<file path="config.mk">
export PLATFORM = sky130hd
export DESIGN_NAME = ppi_bus_sequencer_flat
export DESIGN_NICKNAME = d
export VERILOG_FILES = /design/src/rtl/ppi_pkg.sv /design/src/rtl/ppi_bus_sequencer_if.sv /design/src/rtl/ppi_access_check.sv /design/src/rtl/ppi_bus_sequencer.sv /design/src/flat_wrapper.sv
export SDC_FILE = /design/constraint.sdc
export NUM_CORES = 1
export LEC_CHECK = 0
export BUFFER_PORTS_ARGS = -buffer_cell sky130_fd_sc_hd__buf_2
export CORE_MARGIN = 2
export CORE_UTILIZATION = 50
export CTS_BUF_LIST = sky130_fd_sc_hd__clkbuf_4
export DETAILED_ROUTE_END_ITERATION = 12
export PLACE_DENSITY = 0.78
export SLEW_MARGIN = 25
export SYNTH_ARGS = -nofsm -noshare
export SYNTH_HDL_FRONTEND = slang
export SYNTH_SLANG_ARGS = --single-unit
export TNS_END_PERCENT = 10
</file>
<file path="constraint.sdc">
create_clock -name CLK -period 1.7 [get_ports CLK]
set_input_delay 0 -clock CLK [delete_from_list [all_inputs] [get_ports CLK]]
set_output_delay 0 -clock CLK [all_outputs]
set_load 0.01 [all_outputs]
</file>
<file path="src/rtl/ppi_pkg.sv">
// ---------------------------------------------------------------------------
// ppi_pkg
// Shared definitions for the PPI bus sequencer:
//   - sequencer FSM state encoding
//   - PPI register addresses (port A/B/C, control)
//   - control-word bit positions used by the direction checker
//   - control word assumed after reset (mode set, all ports input)
//   - small helper for sizing the phase counter
// ---------------------------------------------------------------------------
package ppi_pkg;

   typedef enum logic [2:0] {
      ST_IDLE   = 3'd0,
      ST_SETUP  = 3'd1,
      ST_STROBE = 3'd2,
      ST_HOLD   = 3'd3,
      ST_RESP   = 3'd4
   } ppi_state_t;

   localparam logic [1:0] PPI_PORT_A    = 2'd0;
   localparam logic [1:0] PPI_PORT_B    = 2'd1;
   localparam logic [1:0] PPI_PORT_C    = 2'd2;
   localparam logic [1:0] PPI_PORT_CTRL = 2'd3;

   // Control-word bit positions (1 = input for the direction bits)
   localparam int MODE_SET = 7;
   localparam int A_DIR    = 4;
   localparam int CU_DIR   = 3;
   localparam int B_DIR    = 1;
   localparam int CL_DIR   = 0;

   localparam logic [7:0] CW_RESET_DEFAULT = 8'h9B;

   function automatic int unsigned max3(input int unsigned a, input int unsigned b,
                                        input int unsigned c);
      int unsigned m;
      m = a;
      if (b > m) m = b;
      if (c > m) m = c;
      return m;
   endfunction

endpackage

</file>
<file path="src/rtl/ppi_bus_sequencer_if.sv">
// ---------------------------------------------------------------------------
// ppi_bus_sequencer_if
// Host-side request/response channel of the PPI bus sequencer.
//   req_valid/req_ready : request handshake, accepted when both are high
//   req_write           : 1 = write, 0 = read
//   req_addr            : PPI register (A, B, C, control)
//   req_data            : write data
//   rsp_valid           : one-cycle completion pulse
//   rsp_data            : read data (0 for writes)
//   rsp_err             : direction / illegal-access flag, valid with rsp_valid
// Modports: master = host logic, slave = sequencer.
// ---------------------------------------------------------------------------
interface ppi_bus_sequencer_if;

   logic       req_valid;
   logic       req_ready;
   logic       req_write;
   logic [1:0] req_addr;
   logic [7:0] req_data;
   logic       rsp_valid;
   logic [7:0] rsp_data;
   logic       rsp_err;

   modport master (
      output req_valid, req_write, req_addr, req_data,
      input  req_ready, rsp_valid, rsp_data, rsp_err
   );

   modport slave (
      input  req_valid, req_write, req_addr, req_data,
      output req_ready, rsp_valid, rsp_data, rsp_err
   );

endinterface

</file>
<file path="src/rtl/ppi_access_check.sv">
// ---------------------------------------------------------------------------
// ppi_access_check
// Combinational access checker for a PPI request.
//   addr, write, data : the request being accepted
//   shadow            : current shadow copy of the mode-set control word
//   err               : access goes against the configured port direction,
//                       or is a read of the write-only control register
//   shadow_load       : request is a mode-set write (control reg, bit 7 = 1)
// A BSR write (control reg, bit 7 = 0) is legal and leaves the shadow alone.
// ---------------------------------------------------------------------------
module ppi_access_check
   import ppi_pkg::*;
(
   input  logic [1:0] addr,
   input  logic       write,
   input  logic [7:0] data,
   input  logic [7:0] shadow,
   output logic       err,
   output logic       shadow_load
);

   always_comb begin
      err = 1'b0;
      if (write) begin
         unique case (addr)
            PPI_PORT_A:    err = shadow[A_DIR];
            PPI_PORT_B:    err = shadow[B_DIR];
            // Port C is only wrong to write when both halves are inputs
            PPI_PORT_C:    err = shadow[CU_DIR] & shadow[CL_DIR];
            PPI_PORT_CTRL: err = 1'b0;
            default:       err = 1'b0;
         endcase
      end else begin
         unique case (addr)
            PPI_PORT_A:    err = ~shadow[A_DIR];
            PPI_PORT_B:    err = ~shadow[B_DIR];
            PPI_PORT_C:    err = 1'b0;
            PPI_PORT_CTRL: err = 1'b1;
            default:       err = 1'b0;
         endcase
      end
   end

   assign shadow_load = write && (addr == PPI_PORT_CTRL) && data[MODE_SET];

endmodule

</file>
<file path="src/rtl/ppi_bus_sequencer.sv">
// ---------------------------------------------------------------------------
// ppi_bus_sequencer
// Sole bus master of the PPI host interface. Turns single-cycle requests
// into timed PPI cycles: SETUP (CS/A/data valid), STROBE (RD or WR low),
// HOLD (strobe released, CS/A/data kept), then a one-cycle RESP.
// Ports:
//   CLK, RST     : clock, asynchronous active-high reset
//   host         : request/response channel (slave side)
//   busy         : transaction in progress (every state but IDLE)
//   CS, RD, WR   : PPI chip select / read / write strobes, active low
//   A            : PPI register address
//   PD_out/PD_oe : write data and its tri-state enable
//   PD_in        : data read back from the PPI
//   mode_shadow  : last mode-set control word written
// All bus outputs are registered; their next values are derived from the
// next FSM state so they line up with the state they belong to.
// ---------------------------------------------------------------------------
module ppi_bus_sequencer
   import ppi_pkg::*;
#(
   parameter int unsigned T_SETUP  = 1,
   parameter int unsigned T_STROBE = 2,
   parameter int unsigned T_HOLD   = 1,
   parameter logic [7:0]  CW_RESET = CW_RESET_DEFAULT
) (
   input  logic                CLK,
   input  logic                RST,
   ppi_bus_sequencer_if.slave  host,
   output logic                busy,
   output logic                CS,
   output logic                RD,
   output logic                WR,
   output logic [1:0]          A,
   output logic [7:0]          PD_out,
   output logic                PD_oe,
   input  logic [7:0]          PD_in,
   output logic [7:0]          mode_shadow
);

   // Counter holds "cycles remaining - 1", so the largest value is max-1
   localparam int unsigned CNT_MAX = max3(T_SETUP, T_STROBE, T_HOLD);
   localparam int unsigned CNT_W   = (CNT_MAX > 1) ? $clog2(CNT_MAX) : 1;
   localparam logic [CNT_W-1:0] SETUP_LD  = CNT_W'(T_SETUP - 1);
   localparam logic [CNT_W-1:0] STROBE_LD = CNT_W'(T_STROBE - 1);
   localparam logic [CNT_W-1:0] HOLD_LD   = CNT_W'(T_HOLD - 1);

   ppi_state_t       state_q, state_d;
   logic [CNT_W-1:0] cnt_q, cnt_d;
   logic             is_wr_q, is_wr_d;
   logic [1:0]       addr_q, addr_d;
   logic [7:0]       data_q, data_d;
   logic             err_q, err_d;
   logic             load_q, load_d;
   logic [7:0]       rdata_q, rdata_d;
   logic [7:0]       shadow_q, shadow_d;

   logic             cs_q, cs_d;
   logic             rd_q, rd_d;
   logic             wr_q, wr_d;
   logic [1:0]       a_q, a_d;
   logic [7:0]       pd_out_q, pd_out_d;
   logic             pd_oe_q, pd_oe_d;
   logic             ready_q, ready_d;
   logic             busy_q, busy_d;
   logic             rsp_valid_q, rsp_valid_d;
   logic [7:0]       rsp_data_q, rsp_data_d;
   logic             rsp_err_q, rsp_err_d;

   logic             chk_err;
   logic             chk_load;
   logic             bus_d;
   logic             strobe_d;

   // Evaluated against the shadow as it stands when the request is accepted
   ppi_access_check u_check (
      .addr        (host.req_addr),
      .write       (host.req_write),
      .data        (host.req_data),
      .shadow      (shadow_q),
      .err         (chk_err),
      .shadow_load (chk_load)
   );

   always_comb begin
      state_d  = state_q;
      cnt_d    = cnt_q;
      is_wr_d  = is_wr_q;
      addr_d   = addr_q;
      data_d   = data_q;
      err_d    = err_q;
      load_d   = load_q;
      rdata_d  = rdata_q;
      shadow_d = shadow_q;

      unique case (state_q)
         ST_IDLE: begin
            if (host.req_valid) begin
               is_wr_d = host.req_write;
               addr_d  = host.req_addr;
               data_d  = host.req_data;
               err_d   = chk_err;
               load_d  = chk_load;
               rdata_d = 8'h00;
               // The control register is write-only: answer at once, no bus cycle
               if (!host.req_write && host.req_addr == PPI_PORT_CTRL) begin
                  state_d = ST_RESP;
               end else begin
                  state_d = ST_SETUP;
                  cnt_d   = SETUP_LD;
               end
            end
         end
         ST_SETUP: begin
            if (cnt_q == '0) begin
               state_d = ST_STROBE;
               cnt_d   = STROBE_LD;
            end else begin
               cnt_d = cnt_q - CNT_W'(1);
            end
         end
         ST_STROBE: begin
            if (cnt_q == '0) begin
               // Capture as late as possible in the strobe for data settling
               if (!is_wr_q) rdata_d = PD_in;
               state_d = ST_HOLD;
               cnt_d   = HOLD_LD;
            end else begin
               cnt_d = cnt_q - CNT_W'(1);
            end
         end
         ST_HOLD: begin
            if (cnt_q == '0) begin
               state_d = ST_RESP;
            end else begin
               cnt_d = cnt_q - CNT_W'(1);
            end
         end
         ST_RESP: begin
            state_d = ST_IDLE;
            if (load_q) shadow_d = data_q;
         end
         default: state_d = ST_IDLE;
      endcase

      // Registered outputs follow the state being entered
      bus_d       = (state_d == ST_SETUP) || (state_d == ST_STROBE) || (state_d == ST_HOLD);
      strobe_d    = (state_d == ST_STROBE);
      cs_d        = ~bus_d;
      rd_d        = ~(strobe_d && !is_wr_d);
      wr_d        = ~(strobe_d && is_wr_d);
      pd_oe_d     = bus_d && is_wr_d;
      pd_out_d    = (bus_d && is_wr_d) ? data_d : 8'h00;
      a_d         = bus_d ? addr_d : a_q;
      ready_d     = (state_d == ST_IDLE);
      busy_d      = (state_d != ST_IDLE);
      rsp_valid_d = (state_d == ST_RESP);
      rsp_data_d  = (state_d == ST_RESP && !is_wr_d) ? rdata_d : 8'h00;
      rsp_err_d   = (state_d == ST_RESP) ? err_d : 1'b0;
   end

   always_ff @(posedge CLK or posedge RST) begin
      if (RST) begin
         state_q     <= ST_IDLE;
         cnt_q       <= '0;
         is_wr_q     <= 1'b0;
         addr_q      <= 2'd0;
         data_q      <= 8'h00;
         err_q       <= 1'b0;
         load_q      <= 1'b0;
         rdata_q     <= 8'h00;
         shadow_q    <= CW_RESET;
         cs_q        <= 1'b1;
         rd_q        <= 1'b1;
         wr_q        <= 1'b1;
         a_q         <= 2'd0;
         pd_out_q    <= 8'h00;
         pd_oe_q     <= 1'b0;
         ready_q     <= 1'b1;
         busy_q      <= 1'b0;
         rsp_valid_q <= 1'b0;
         rsp_data_q  <= 8'h00;
         rsp_err_q   <= 1'b0;
      end else begin
         state_q     <= state_d;
         cnt_q       <= cnt_d;
         is_wr_q     <= is_wr_d;
         addr_q      <= addr_d;
         data_q      <= data_d;
         err_q       <= err_d;
         load_q      <= load_d;
         rdata_q     <= rdata_d;
         shadow_q    <= shadow_d;
         cs_q        <= cs_d;
         rd_q        <= rd_d;
         wr_q        <= wr_d;
         a_q         <= a_d;
         pd_out_q    <= pd_out_d;
         pd_oe_q     <= pd_oe_d;
         ready_q     <= ready_d;
         busy_q      <= busy_d;
         rsp_valid_q <= rsp_valid_d;
         rsp_data_q  <= rsp_data_d;
         rsp_err_q   <= rsp_err_d;
      end
   end

   assign host.req_ready = ready_q;
   assign host.rsp_valid = rsp_valid_q;
   assign host.rsp_data  = rsp_data_q;
   assign host.rsp_err   = rsp_err_q;
   assign busy           = busy_q;
   assign CS             = cs_q;
   assign RD             = rd_q;
   assign WR             = wr_q;
   assign A              = a_q;
   assign PD_out         = pd_out_q;
   assign PD_oe          = pd_oe_q;
   assign mode_shadow    = shadow_q;

endmodule

</file>
<file path="src/flat_wrapper.sv">
// flat-port wrapper written by rule: the top's interface ports become plain ports
module ppi_bus_sequencer_flat import ppi_pkg::*;
#(
   parameter int unsigned T_SETUP  = 1,
   parameter int unsigned T_STROBE = 2,
   parameter int unsigned T_HOLD   = 1,
   parameter logic [7:0]  CW_RESET = CW_RESET_DEFAULT
)
  (CLK, RST, busy, CS, RD, WR, A, PD_out, PD_oe, PD_in, mode_shadow, host_req_valid, host_req_write, host_req_addr, host_req_data, host_req_ready, host_rsp_valid, host_rsp_data, host_rsp_err);
  ppi_bus_sequencer_if host_i ();
  input  logic CLK;
  input  logic RST;
  output logic busy;
  output logic CS;
  output logic RD;
  output logic WR;
  output logic [1:0] A;
  output logic [7:0] PD_out;
  output logic PD_oe;
  input  logic [7:0] PD_in;
  output logic [7:0] mode_shadow;
  input wire logic [$bits(host_i.req_valid)-1:0] host_req_valid;
  input wire logic [$bits(host_i.req_write)-1:0] host_req_write;
  input wire logic [$bits(host_i.req_addr)-1:0] host_req_addr;
  input wire logic [$bits(host_i.req_data)-1:0] host_req_data;
  output wire logic [$bits(host_i.req_ready)-1:0] host_req_ready;
  output wire logic [$bits(host_i.rsp_valid)-1:0] host_rsp_valid;
  output wire logic [$bits(host_i.rsp_data)-1:0] host_rsp_data;
  output wire logic [$bits(host_i.rsp_err)-1:0] host_rsp_err;
  assign host_i.req_valid = host_req_valid;
  assign host_i.req_write = host_req_write;
  assign host_i.req_addr = host_req_addr;
  assign host_i.req_data = host_req_data;
  assign host_req_ready = host_i.req_ready;
  assign host_rsp_valid = host_i.rsp_valid;
  assign host_rsp_data = host_i.rsp_data;
  assign host_rsp_err = host_i.rsp_err;
  ppi_bus_sequencer #(.T_SETUP(T_SETUP), .T_STROBE(T_STROBE), .T_HOLD(T_HOLD), .CW_RESET(CW_RESET)) u_core (.CLK(CLK), .RST(RST), .host(host_i), .busy(busy), .CS(CS), .RD(RD), .WR(WR), .A(A), .PD_out(PD_out), .PD_oe(PD_oe), .PD_in(PD_in), .mode_shadow(mode_shadow));
endmodule
</file>
==> out/results.tsv, run 1 <==
stage	metric	value	unit
route	top layer in use	met4	
logic_synthesis	Post-synth EDFFs	0	
cells_and_area	Finished Cell Area	3110	µm²
power	peak supply drop	0.000728	V
logic_synthesis	Synth Register Bits	59	
cells_and_area	ANT cells	0	
cells_and_area	nets	323	
route	routed len/inst	14.6	µm
placed_design	DP Cell Count	321	
logic_synthesis	top_reg_cell synth	dfrtp_1	
power	Pwr Density	1670	nW/µm²
sta	Pins Over Slew Limit	0	
setup_path	reg2reg start	u_core.state_q[0]	
outcome	outcome	complete, no violations	
route	WL met2	2460	µm
placed_design	Final GP Congestion	0.882	
setup_path	endpoint of the lowest-slack register-to-register path	u_core.mode_shadow[5]	
cells_and_area	Layout fillers	332	
sta	Final min period	1610	ps
setup_path	worst setup path start	u_core.state_q[0]	
clock_tree	Skew-Pair Late Insertion Delay	390	ps
power	Static Leak	1.62	nW
logic_synthesis	sequential share of the synthesized area	63.3	%
worst_hold_path	HP Class	in -> async	
global_routing	first-pass GRT wire length	8780	µm
clock_tree	CTS max path bufs	2	
logic_synthesis	Post-Synthesis Cells	208	
power	Total Power	5.19	mW
cells_and_area	layout cells sized above 1	37.3	%
placed_design	dpl ws	105	ps
logic_synthesis	synth unique cells	40	
logic_synthesis	post-synth net total	230	
route	post-DR vias/cell	5.27	
sta	hold slack final	156	ps
floorplanning	die area	5260	µm²
clock_tree	clk sinks	59	
placed_design	placed inst area	2770	µm²
logic_synthesis	Async S/R FF share, synth	100	%
global_routing	total grt overflow	0	
sta	worst slew pin tran	458	ps
route	routed vias	1886	
logic_synthesis	Yosys warnings	0	
logic_synthesis	post-synth top area share	53.3	%
route	initial DRC count	155	
setup_path	CP Launch Type	flop	
route	Pre-antenna DRT Iters	4	
global_routing	largest net degree at the start of global routing	40	
logic_synthesis	Mapped Area	2350	µm²
cells_and_area	commonest non-fill, non-tap cell in the layout	buf_2	
sta	setup_tns	0	ps
global_routing	initial antenna violation count	0	
floorplanning	chip height	72.5	µm
route	routed wire length on met3	169	µm
placed_design	I/O Buffers	55	
setup_path	R2R cell count	5	
setup_path	Setup CP Type	reg -> reg	
floorplanning	IO Pins	56	
clock_tree	CTS clk-pin slew, worst paths	100	ps
sta	Fmax	620	MHz
clock_tree	CTS tree	built	
cells_and_area	Multi-input gate area	792	µm²
setup_path	Worst EP required	1970	ps
logic_synthesis	Synth Area per Inst	11.3	µm²
cells_and_area	most frequent cells in the layout	buf_2 (55), dfrtp_1 (49), nand2_1 (43)	
sta	fraction of the cycle the final worst path needs	94.8	%
route	residual DRC count	0	
setup_path	CP endpoint	u_core.mode_shadow[5]	
sta	worst rel slew slack	69.4	%
flow_run	max_cap viols	0	
setup_path	Worst Path Max Fanout	8	
clock_tree	CTS H-tree depth	3	
cells_and_area	FF+latch area	1490	µm²
sta	# setup viols final	0	
route	antenna-violating nets left	0	
setup_path	CP arrival	1880	ps
route	DRT Wirelength	5210	µm
clock_tree	clk root buf	clkbuf_4	
floorplanning	Starting Density	52.8	%
cells_and_area	final core utilization	70.1	%
logic_synthesis	area leader, netlist	dfrtp_1	
global_routing	Global Route Usage Sum	22.3	%
cells_and_area	non-filler cells, final	358	
route	Metal-1 WL	2390	µm
cells_and_area	Area growth syn-to-layout	32.6	%
sta	Final WS setup	87.8	ps
clock_tree	Num CTS Buffers	9	
clock_tree	post-CTS setup buffers	0	
logic_synthesis	ranking of synthesized cells by area	dfrtp_1 (53%), dfstp_2 (10%), nand2_1 (6.9%)	
sta	final hold violation count	0	
floorplanning	row count	24	
floorplanning	core area	4440	µm²
setup_path	crit end category	flop	
setup_path	Worst R2R Setup Slack	90	ps
sta	Final Skew	13.3	ps
global_routing	vias in the first global route	1858	
placed_design	post-DP HPWL	3480	µm
floorplanning	Die Span X	72.5	µm
## synthesized netlist by cell type, types with 2 or more instances
master,n
dfstp_2,9
o22ai_1,2
clkbuf_1,6
a22o_1,8
o21ai_0,7
a21oi_1,12
nand2_1,43
nand3_1,16
or3_1,2
dfrtp_1,50
nand3b_1,2
nor2_1,6
inv_1,6
buf_6,2
nor2b_1,2
nor2_2,2
buf_2,2
mux2_2,8
a22oi_1,2
## cell type report
class / instances / share of cell area, %
Clock buffer: 11 / 2.65
Clock inverter: 5 / 1.45
Inverter: 6 / 0.723
Multi-Input combinational cell: 133 / 25.4
Sequential cell: 59 / 47.8
Tap cell: 52 / 2.09
Timing Repair Buffer: 92 / 19.8
## report_power, final
part | total (mW) | internal (mW) | switching [mW] | leakage [nW]
registers | 2.23 | 1.98 | 0.254 | 0.745
clock network | 0.928 | 0.464 | 0.464 | 0.0710
logic | 2.03 | 0.907 | 1.12 | 0.804
## what timing repair did
action / CTS / global route
hold buffers: 21 / 0
gates resized for setup: 0 / 3
hold endpoints to repair: 93 / 0
setup endpoints to repair: 0 / 11
## layer usage
metal  track usage, %  vias to the layer above
met1             30.3                      914
li1                 -                      905
met5                0                        -
met4             14.2                        0
met2             33.2                       48
met3             4.03                       19
## critical path: stages, from the launching register on
cell	delay, ps
dfrtp_2	450
buf_4	170
nor2_1	180
and3_1	180
buf_4	170
mux2_2	350
## how the worst min path moves through the flow
stage,end,slack (ps),cells after the start
2_1_floorplan,u_core.addr_q[1],110,2
3_3_place_gp,u_core.data_q[7],30,2
3_5_place_dp,u_core.PD_out[7],30,2
4_1_cts,u_core.PD_out[7],150,3
5_1_grt,u_core.mode_shadow[2],180,3
6_report,u_core.data_q[7],160,3
## cell families after synthesis
logic type | after synthesis | share of synthesized area [%]
and+or+nand+nor | 84 | 17.5
DFF | 59 | 63.3
AOI/OAI and AO/OA | 38 | 10.8
buffers and inverters | 16 | 3.30
muxes | 9 | 4.26
xor gates and xnor gates | 2 | 0.746
## flip-flops by register name (all words and copies together), names as in the netlist, 2 cells and up
| register | flops |
|---|---|
| u_core.A | 2 |
| u_core.rdata_q | 8 |
| u_core.mode_shadow | 8 |
| u_core.data_q | 8 |
| u_core.state_q | 3 |
| u_core.host.rsp_data | 8 |
| u_core.PD_out | 8 |
| u_core.addr_q | 2 |
(Power assumes the default switching activity.)
==> run 2, diff against run 1 <==
--- a/config.mk
+++ b/config.mk
@@ -6,11 +6,11 @@
 export NUM_CORES = 1
 export LEC_CHECK = 0
 export BUFFER_PORTS_ARGS = -buffer_cell sky130_fd_sc_hd__buf_2
-export CORE_MARGIN = 2
 export CORE_UTILIZATION = 50
 export CTS_BUF_LIST = sky130_fd_sc_hd__clkbuf_4
 export DETAILED_ROUTE_END_ITERATION = 12
 export PLACE_DENSITY = 0.78
+export RECOVER_POWER = 25
 export SLEW_MARGIN = 25
 export SYNTH_ARGS = -nofsm -noshare
 export SYNTH_HDL_FRONTEND = slang
==> constraint.sdc (replaced) <==
create_clock -name CLK -period 1.7 [get_ports CLK]
set_input_delay 0.085 -clock CLK [delete_from_list [all_inputs] [get_ports CLK]]
set_output_delay 0.085 -clock CLK [all_outputs]
set_load 0.01 [all_outputs]
==> out/results.tsv, run 2 (synthesis results as in run 1) <==
stage	metric	value	unit	change
outcome	outcome	finished, violations left		
outcome	failing checks	design-rule violations		
sta	final hold violation count	0		unchanged
clock_tree	post-CTS setup buffers	0		unchanged
worst_hold_path	HP Class	in -> reg		
route	DRT Wirelength	5470	µm	+4.9%
power	Total Power	5.06	mW	-2.5%
clock_tree	clk sinks	59		unchanged
route	initial DRC count	137		-12%
setup_path	Setup CP Type	reg -> reg		
sta	Pins Over Slew Limit	0		unchanged
cells_and_area	Layout fillers	337		+1.5%
setup_path	crit path cell chain	or4b_4, a211oi_2, a21oi_2, a21oi_1		
placed_design	post-DP HPWL	3300	µm	-5.1%
setup_path	CP bufs+invs	0		-2
cells_and_area	ANT cells	0		unchanged
floorplanning	IO Pins	56		unchanged
route	Pre-antenna DRT Iters	8		+4
clock_tree	CTS tree	built		
route	residual DRC count	6		+6
global_routing	largest net degree at the start of global routing	60		+50%
flow_run	max_cap viols	0		unchanged
sta	worst rel slew slack	49.2	%	-20 points
global_routing	initial antenna violation count	0		unchanged
global_routing	first-pass GRT wire length	8390	µm	-4.5%
cells_and_area	non-filler cells, final	353		-1.4%
route	antenna-violating nets left	0		unchanged
global_routing	total grt overflow	0		unchanged
floorplanning	Die Span X	70.5	µm	-2.8%
sta	worst slew pin tran	762	ps	+304 ps
setup_path	slowest stage delay, CP	610	ps	+160 ps
cells_and_area	layout cells sized above 1	36.5	%	-0.71 points
sta	# setup viols final	0		unchanged
clock_tree	CTS clk-pin slew, worst paths	100	ps	about the same
setup_path	CP Launch Type	flop		
power	Pwr Density	1660	nW/µm²	-0.54%
placed_design	I/O Buffers	55		unchanged
sta	Final Skew	11.6	ps	-1.68 ps
cells_and_area	most frequent cells in the layout	buf_2 (55), dfrtp_1 (49), nand2_1 (43)		
route	routed vias	1884		-0.11%
setup_path	Worst R2R Setup Slack	40	ps	-50 ps
sta	RSZ-0062 raised after global routing	yes		
clock_tree	Num CTS Buffers	9		unchanged
clock_tree	CTS max path bufs	2		unchanged
global_routing	Global Route Usage Sum	22.9	%	+0.55 points
clock_tree	CTS H-tree depth	3		unchanged
cells_and_area	commonest non-fill, non-tap cell in the layout	buf_2		
setup_path	CP arrival	1990	ps	+110 ps
route	routed len/inst	15.5	µm	+6.4%
floorplanning	chip height	70.5	µm	-2.8%
cells_and_area	Area growth syn-to-layout	30.0	%	
setup_path	Worst EP required	2030	ps	+60 ps
global_routing	vias in the first global route	1845		-0.70%
route	post-DR vias/cell	5.34		+1.3%
placed_design	Final GP Congestion	0.863		-2.1%
floorplanning	die area	4980	µm²	-5.4%
setup_path	Worst path top cell family by delay	simple AND/OR/NAND/NOR gates		
setup_path	Worst Path Max Fanout	11		+3
clock_tree	clk root buf	clkbuf_4		
sta	Final min period	1660	ps	+48.4 ps
cells_and_area	nets	319		-1.2%
floorplanning	core area	4440	µm²	unchanged
sta	Fmax	602	MHz	-2.9%
setup_path	crit end category	flop		
floorplanning	row count	24		unchanged
clock_tree	Skew-Pair Late Insertion Delay	410	ps	+20 ps
power	peak supply drop	0.000868	V	+19%
floorplanning	Starting Density	52.8	%	unchanged
placed_design	DP Cell Count	319		-0.62%
setup_path	CP max-delay cell	or4b_4		
sta	fraction of the cycle the final worst path needs	97.7	%	+2.8 points
power	Static Leak	1.59	nW	-1.6%
## run 2: what timing repair did
item | CTS | global route
hold endpoints to repair | 91 | 0
cloned | 0 | 0
gates resized for setup | 0 | 2
pin swaps | 1 | 1
endpoints found under the setup margin | 2 | 18
hold buffers | 19 | 0
## run 2: area by class of cell
class,instances,area (µm²),share of cell area [%]
Timing Repair Buffer,88,583,19.1
Multi-Input combinational cell,133,788,25.8
Clock buffer,13,97.6,3.20
Sequential cell,59,1490,48.8
Clock inverter,2,7.51,0.246
Inverter,6,22.5,0.738
Tap cell,52,65.1,2.13
## run 2: worst paths after layout
path / startpoint / endpoint / depth (start not counted)
min in group asynchronous: RST / u_core.rdata_q[2] / 4
worst max register to register: u_core.state_q[0] / u_core.host.rsp_data[3] / 4
max in group asynchronous: RST / u_core.state_q[0] / 4
worst min-delay path: host_req_valid / u_core.host.req_ready / 4
worst max-delay path: u_core.state_q[0] / u_core.host.rsp_data[3] / 4
worst min register to register: u_core.addr_q[1] / u_core.addr_q[1] / 2
## run 2: power by group
part	switching [mW]	total, mW	internal [mW]
sequential	0.277	2.26	1.98
clock	0.479	0.830	0.351
combinational	1.11	1.97	0.862
## run 2: metrics by stage
| stage | setup slack [ps] | instance area, µm² | TNS (ps) | utilization [%] | hold slack (ps) |
|---|---|---|---|---|---|
| final | 39.4 | 3050 | 0 | 68.7 | 29.7 |
| after global routing | -43.6 | 3050 | -124 | 68.7 | 47.1 |
| after CTS | 26.2 | 3060 | 0 | 68.8 | 0.751 |
| after detailed placement | -7.25 | 2760 | -7.25 | 62.2 | 165 |
| after global placement | 70.1 | 2760 | 0 | 62.2 | 162 |
| after floorplan | 57.0 | 2350 | 0 | - | 190 |
## run 2: worst register-to-register path: stages, from the launching register on
cell and delay, ps:
dfrtp_2 450, or4b_4 610, a211oi_2 210, a21oi_2 120, a21oi_1 190
## run 2: metal layers
| layer | global-route usage [%] | vias up | routed length [µm] |
|---|---|---|---|
| li1 | - | 900 | - |
| met2 | 35.2 | 54 | 2710 |
| met5 | 0 | - | 0 |
| met4 | 14.4 | 0 | 128 |
| met1 | 28.6 | 914 | 2380 |
| met3 | 6.98 | 16 | 249 |
==> run 3, diff against run 2 <==
--- a/config.mk
+++ b/config.mk
@@ -6,10 +6,10 @@
 export NUM_CORES = 1
 export LEC_CHECK = 0
 export BUFFER_PORTS_ARGS = -buffer_cell sky130_fd_sc_hd__buf_2
-export CORE_UTILIZATION = 50
+export CORE_UTILIZATION = 59
 export CTS_BUF_LIST = sky130_fd_sc_hd__clkbuf_4
 export DETAILED_ROUTE_END_ITERATION = 12
-export PLACE_DENSITY = 0.78
+export PLACE_DENSITY = 0.87
 export RECOVER_POWER = 25
 export SLEW_MARGIN = 25
 export SYNTH_ARGS = -nofsm -noshare
==> constraint.sdc (replaced) <==
create_clock -name CLK -period 2.1 [get_ports CLK]
set_input_delay 0.105 -clock CLK [delete_from_list [all_inputs] [get_ports CLK]]
set_output_delay 0.105 -clock CLK [all_outputs]
set_load 0.01 [all_outputs]
==> out/results.tsv, run 3 (synthesis results as in run 1) <==
stage	metric	value	unit	change
worst_hold_path	Hold Crit Start	host_req_valid		
power	Cell Int Power	2.46	mW	-23%
setup_path	slowest stage delay, CP	750	ps	+140 ps
sta	Pins Over Slew Limit	0		unchanged
placed_design	post-DP HPWL	2910	µm	-12%
cells_and_area	commonest non-fill, non-tap cell in the layout	dfrtp_1		
setup_path	crit end category	flop		
power	peak supply drop	0.000706	V	-19%
placed_design	Final GP Congestion	0.783		-9.3%
setup_path	CP Launch Type	flop		
power	Switching Share	37.0	%	+0.12 points
floorplanning	row count	22		-8.3%
worst_hold_path	destination of the worst hold path	u_core.busy		
power	combinational power share	36.1	%	-2.9 points
sta	worst rel slew slack	11.3	%	-38 points
clock_tree	CTS clk-pin slew, worst paths	90	ps	about the same
clock_tree	CTS H-tree depth	3		unchanged
global_routing	vias in the first global route	1743		-5.5%
setup_path	endpoint of the lowest-slack register-to-register path	u_core.host.rsp_data[2]		
sta	# setup viols final	0		unchanged
global_routing	first-pass GRT wire length	8130	µm	-3.1%
setup_path	Worst R2R Setup Slack	220	ps	+190 ps
power	Static Leak	1.48	nW	-6.9%
floorplanning	IO Pins	56		unchanged
clock_tree	CTS tree	built		
global_routing	met1 Use GR	34.7	%	+6.1 points
global_routing	met2 usage	42.2	%	+7.0 points
cells_and_area	Layout fillers	268		-20%
setup_path	reg2reg start	u_core.state_q[1]		
sta	fraction of the cycle the final worst path needs	89.3	%	-8.4 points
sta	Final Skew	10.5	ps	-1.14 ps
placed_design	I/O Buffers	55		unchanged
global_routing	Global Route Usage Sum	26.9	%	+4.0 points
route	routed len/inst	14.3	µm	-7.5%
route	initial DRC count	106		-23%
power	Pwr Density	1330	nW/µm²	-20%
worst_hold_path	Hold Crit Depth	3		-1
clock_tree	clk root buf	clkbuf_4		
global_routing	largest net degree at the start of global routing	60		unchanged
cells_and_area	ANT cells	0		unchanged
global_routing	initial antenna violation count	0		unchanged
flow_run	max_cap viols	0		unchanged
sta	RSZ-0062 raised after global routing	no		
floorplanning	Die Span X	65.1	µm	-7.7%
cells_and_area	nets	308		-3.4%
global_routing	GRT busiest layer	met2		
sta	Fmax	533	MHz	-11%
route	antenna-violating nets left	0		unchanged
setup_path	Worst Path Max Fanout	26		+15
global_routing	total grt overflow	0		unchanged
route	post-DR vias/cell	5.40		+1.3%
global_routing	GR Layer Usage met3	6.25	%	-0.73 points
cells_and_area	most frequent cells in the layout	dfrtp_1 (50), nand2_1 (43), buf_2 (41)		
clock_tree	clk sinks	59		unchanged
route	residual DRC count	0		-6
cells_and_area	layout cells sized above 1	29.6	%	-7.0 points
power	clock group share of total power	16.7	%	+0.3 points
power	NetSw	1.45	mW	-23%
floorplanning	core area	3740	µm²	-16%
setup_path	CP arrival	2190	ps	+200 ps
outcome	outcome	complete, no violations		
route	DRT Wirelength	4860	µm	-11%
clock_tree	Num CTS Buffers	9		unchanged
floorplanning	chip height	65.1	µm	-7.7%
clock_tree	CTS max path bufs	2		unchanged
route	routed vias	1832		-2.8%
floorplanning	die area	4240	µm²	-15%
setup_path	Setup CP Type	reg -> reg		
sta	worst slew pin tran	1330	ps	+568 ps
worst_hold_path	HP Class	in -> reg		
setup_path	crit path cell chain	or4b_4, a211oi_2, a21oi_2, a21oi_1		
setup_path	Worst EP required	2410	ps	+380 ps
route	Pre-antenna DRT Iters	4		-4
clock_tree	Skew-Pair Late Insertion Delay	390	ps	-20 ps
clock_tree	post-CTS setup buffers	0		unchanged
power	sequential share of power	47.2	%	+2.6 points
power	Total Power	3.90	mW	-23%
cells_and_area	Area growth syn-to-layout	24.6	%	
sta	Final min period	1880	ps	+215 ps
sta	setup_tns	0	ps	unchanged
setup_path	CP max-delay cell	or4b_4		
setup_path	R2R cell count	4		unchanged
sta	final hold violation count	0		unchanged
floorplanning	Starting Density	62.7	%	+9.9 points
run 3: changes by cell type in the layout (fill, tap and decap cells not counted), sizes merged:
| cell | before | now |
|---|---|---|
| clkbuf | 14 | 27 |
| buf | 68 | 44 |
| dlygate4sd3 | 19 | 18 |
| clkinv | 2 | 4 |
run 3: power groups by stage:
stage,sequential (mW),combinational [mW],clock [mW]
after floorplan,1.90,0.903,0
after global placement,1.85,1.34,0
after detailed placement,1.86,1.38,0
after CTS,1.84,1.42,0.659
after global routing,1.89,1.57,0.724
final,1.84,1.41,0.651
run 3: routing by layer:
layer	vias to the layer above	share of wire, %	wire length, µm
met2	79	50	2450
met3	8	5.7	277
met4	0	1.7	82
met5	-	0	0
met1	875	42	2050
li1	870	-	-
run 3: final cells by class:
cell class	instances	area, µm²	area share, %
Clock buffer	12	90.1	3.08
Tap cell	48	60.1	2.05
Sequential cell	59	1490	50.8
Clock inverter	4	17.5	0.599
Multi-Input combinational cell	133	783	26.8
Timing Repair Buffer	77	465	15.9
Inverter	6	22.5	0.770
run 3: worst max-delay path by stage:
stage                     cells past startpoint                       to  slack, ps         startpoint
after floorplan                               6  u_core.host.rsp_data[0]        460  u_core.state_q[1]
after global placement                        4  u_core.host.rsp_data[4]        310  u_core.state_q[1]
after detailed placement                      4  u_core.host.rsp_data[2]        280  u_core.state_q[1]
after CTS                                     4  u_core.host.rsp_data[4]        260  u_core.state_q[1]
after global routing                          4  u_core.host.rsp_data[4]        120  u_core.state_q[1]
final                                         4  u_core.host.rsp_data[2]        220  u_core.state_q[1]
run 3: timing repair:
action	4_1_cts	5_1_grt
gates resized for setup	0	0
hold endpoints to repair	83	0
hold buffers	18	0
run 3: critical path, delay by kind of cell, from the launching register on:
| kind | cells | cell delay (ps) |
|---|---|---|
| compound gates | 3 | 540 |
| flops | 1 | 500 |
| simple gates | 1 | 750 |
run 3: per-stage QoR:
stage	area, µm²	hold WS [ps]	util [%]	cells	worst slack (ps)
6_report	2930	48.1	78.2	339	225
5_1_grt	2930	51.3	78.2	339	119
4_1_cts	2950	40.4	78.7	339	255
3_5_place_dp	2660	322	71.0	305	278
3_3_place_gp	2660	315	71.0	305	308
2_1_floorplan	2350	210	-	208	457
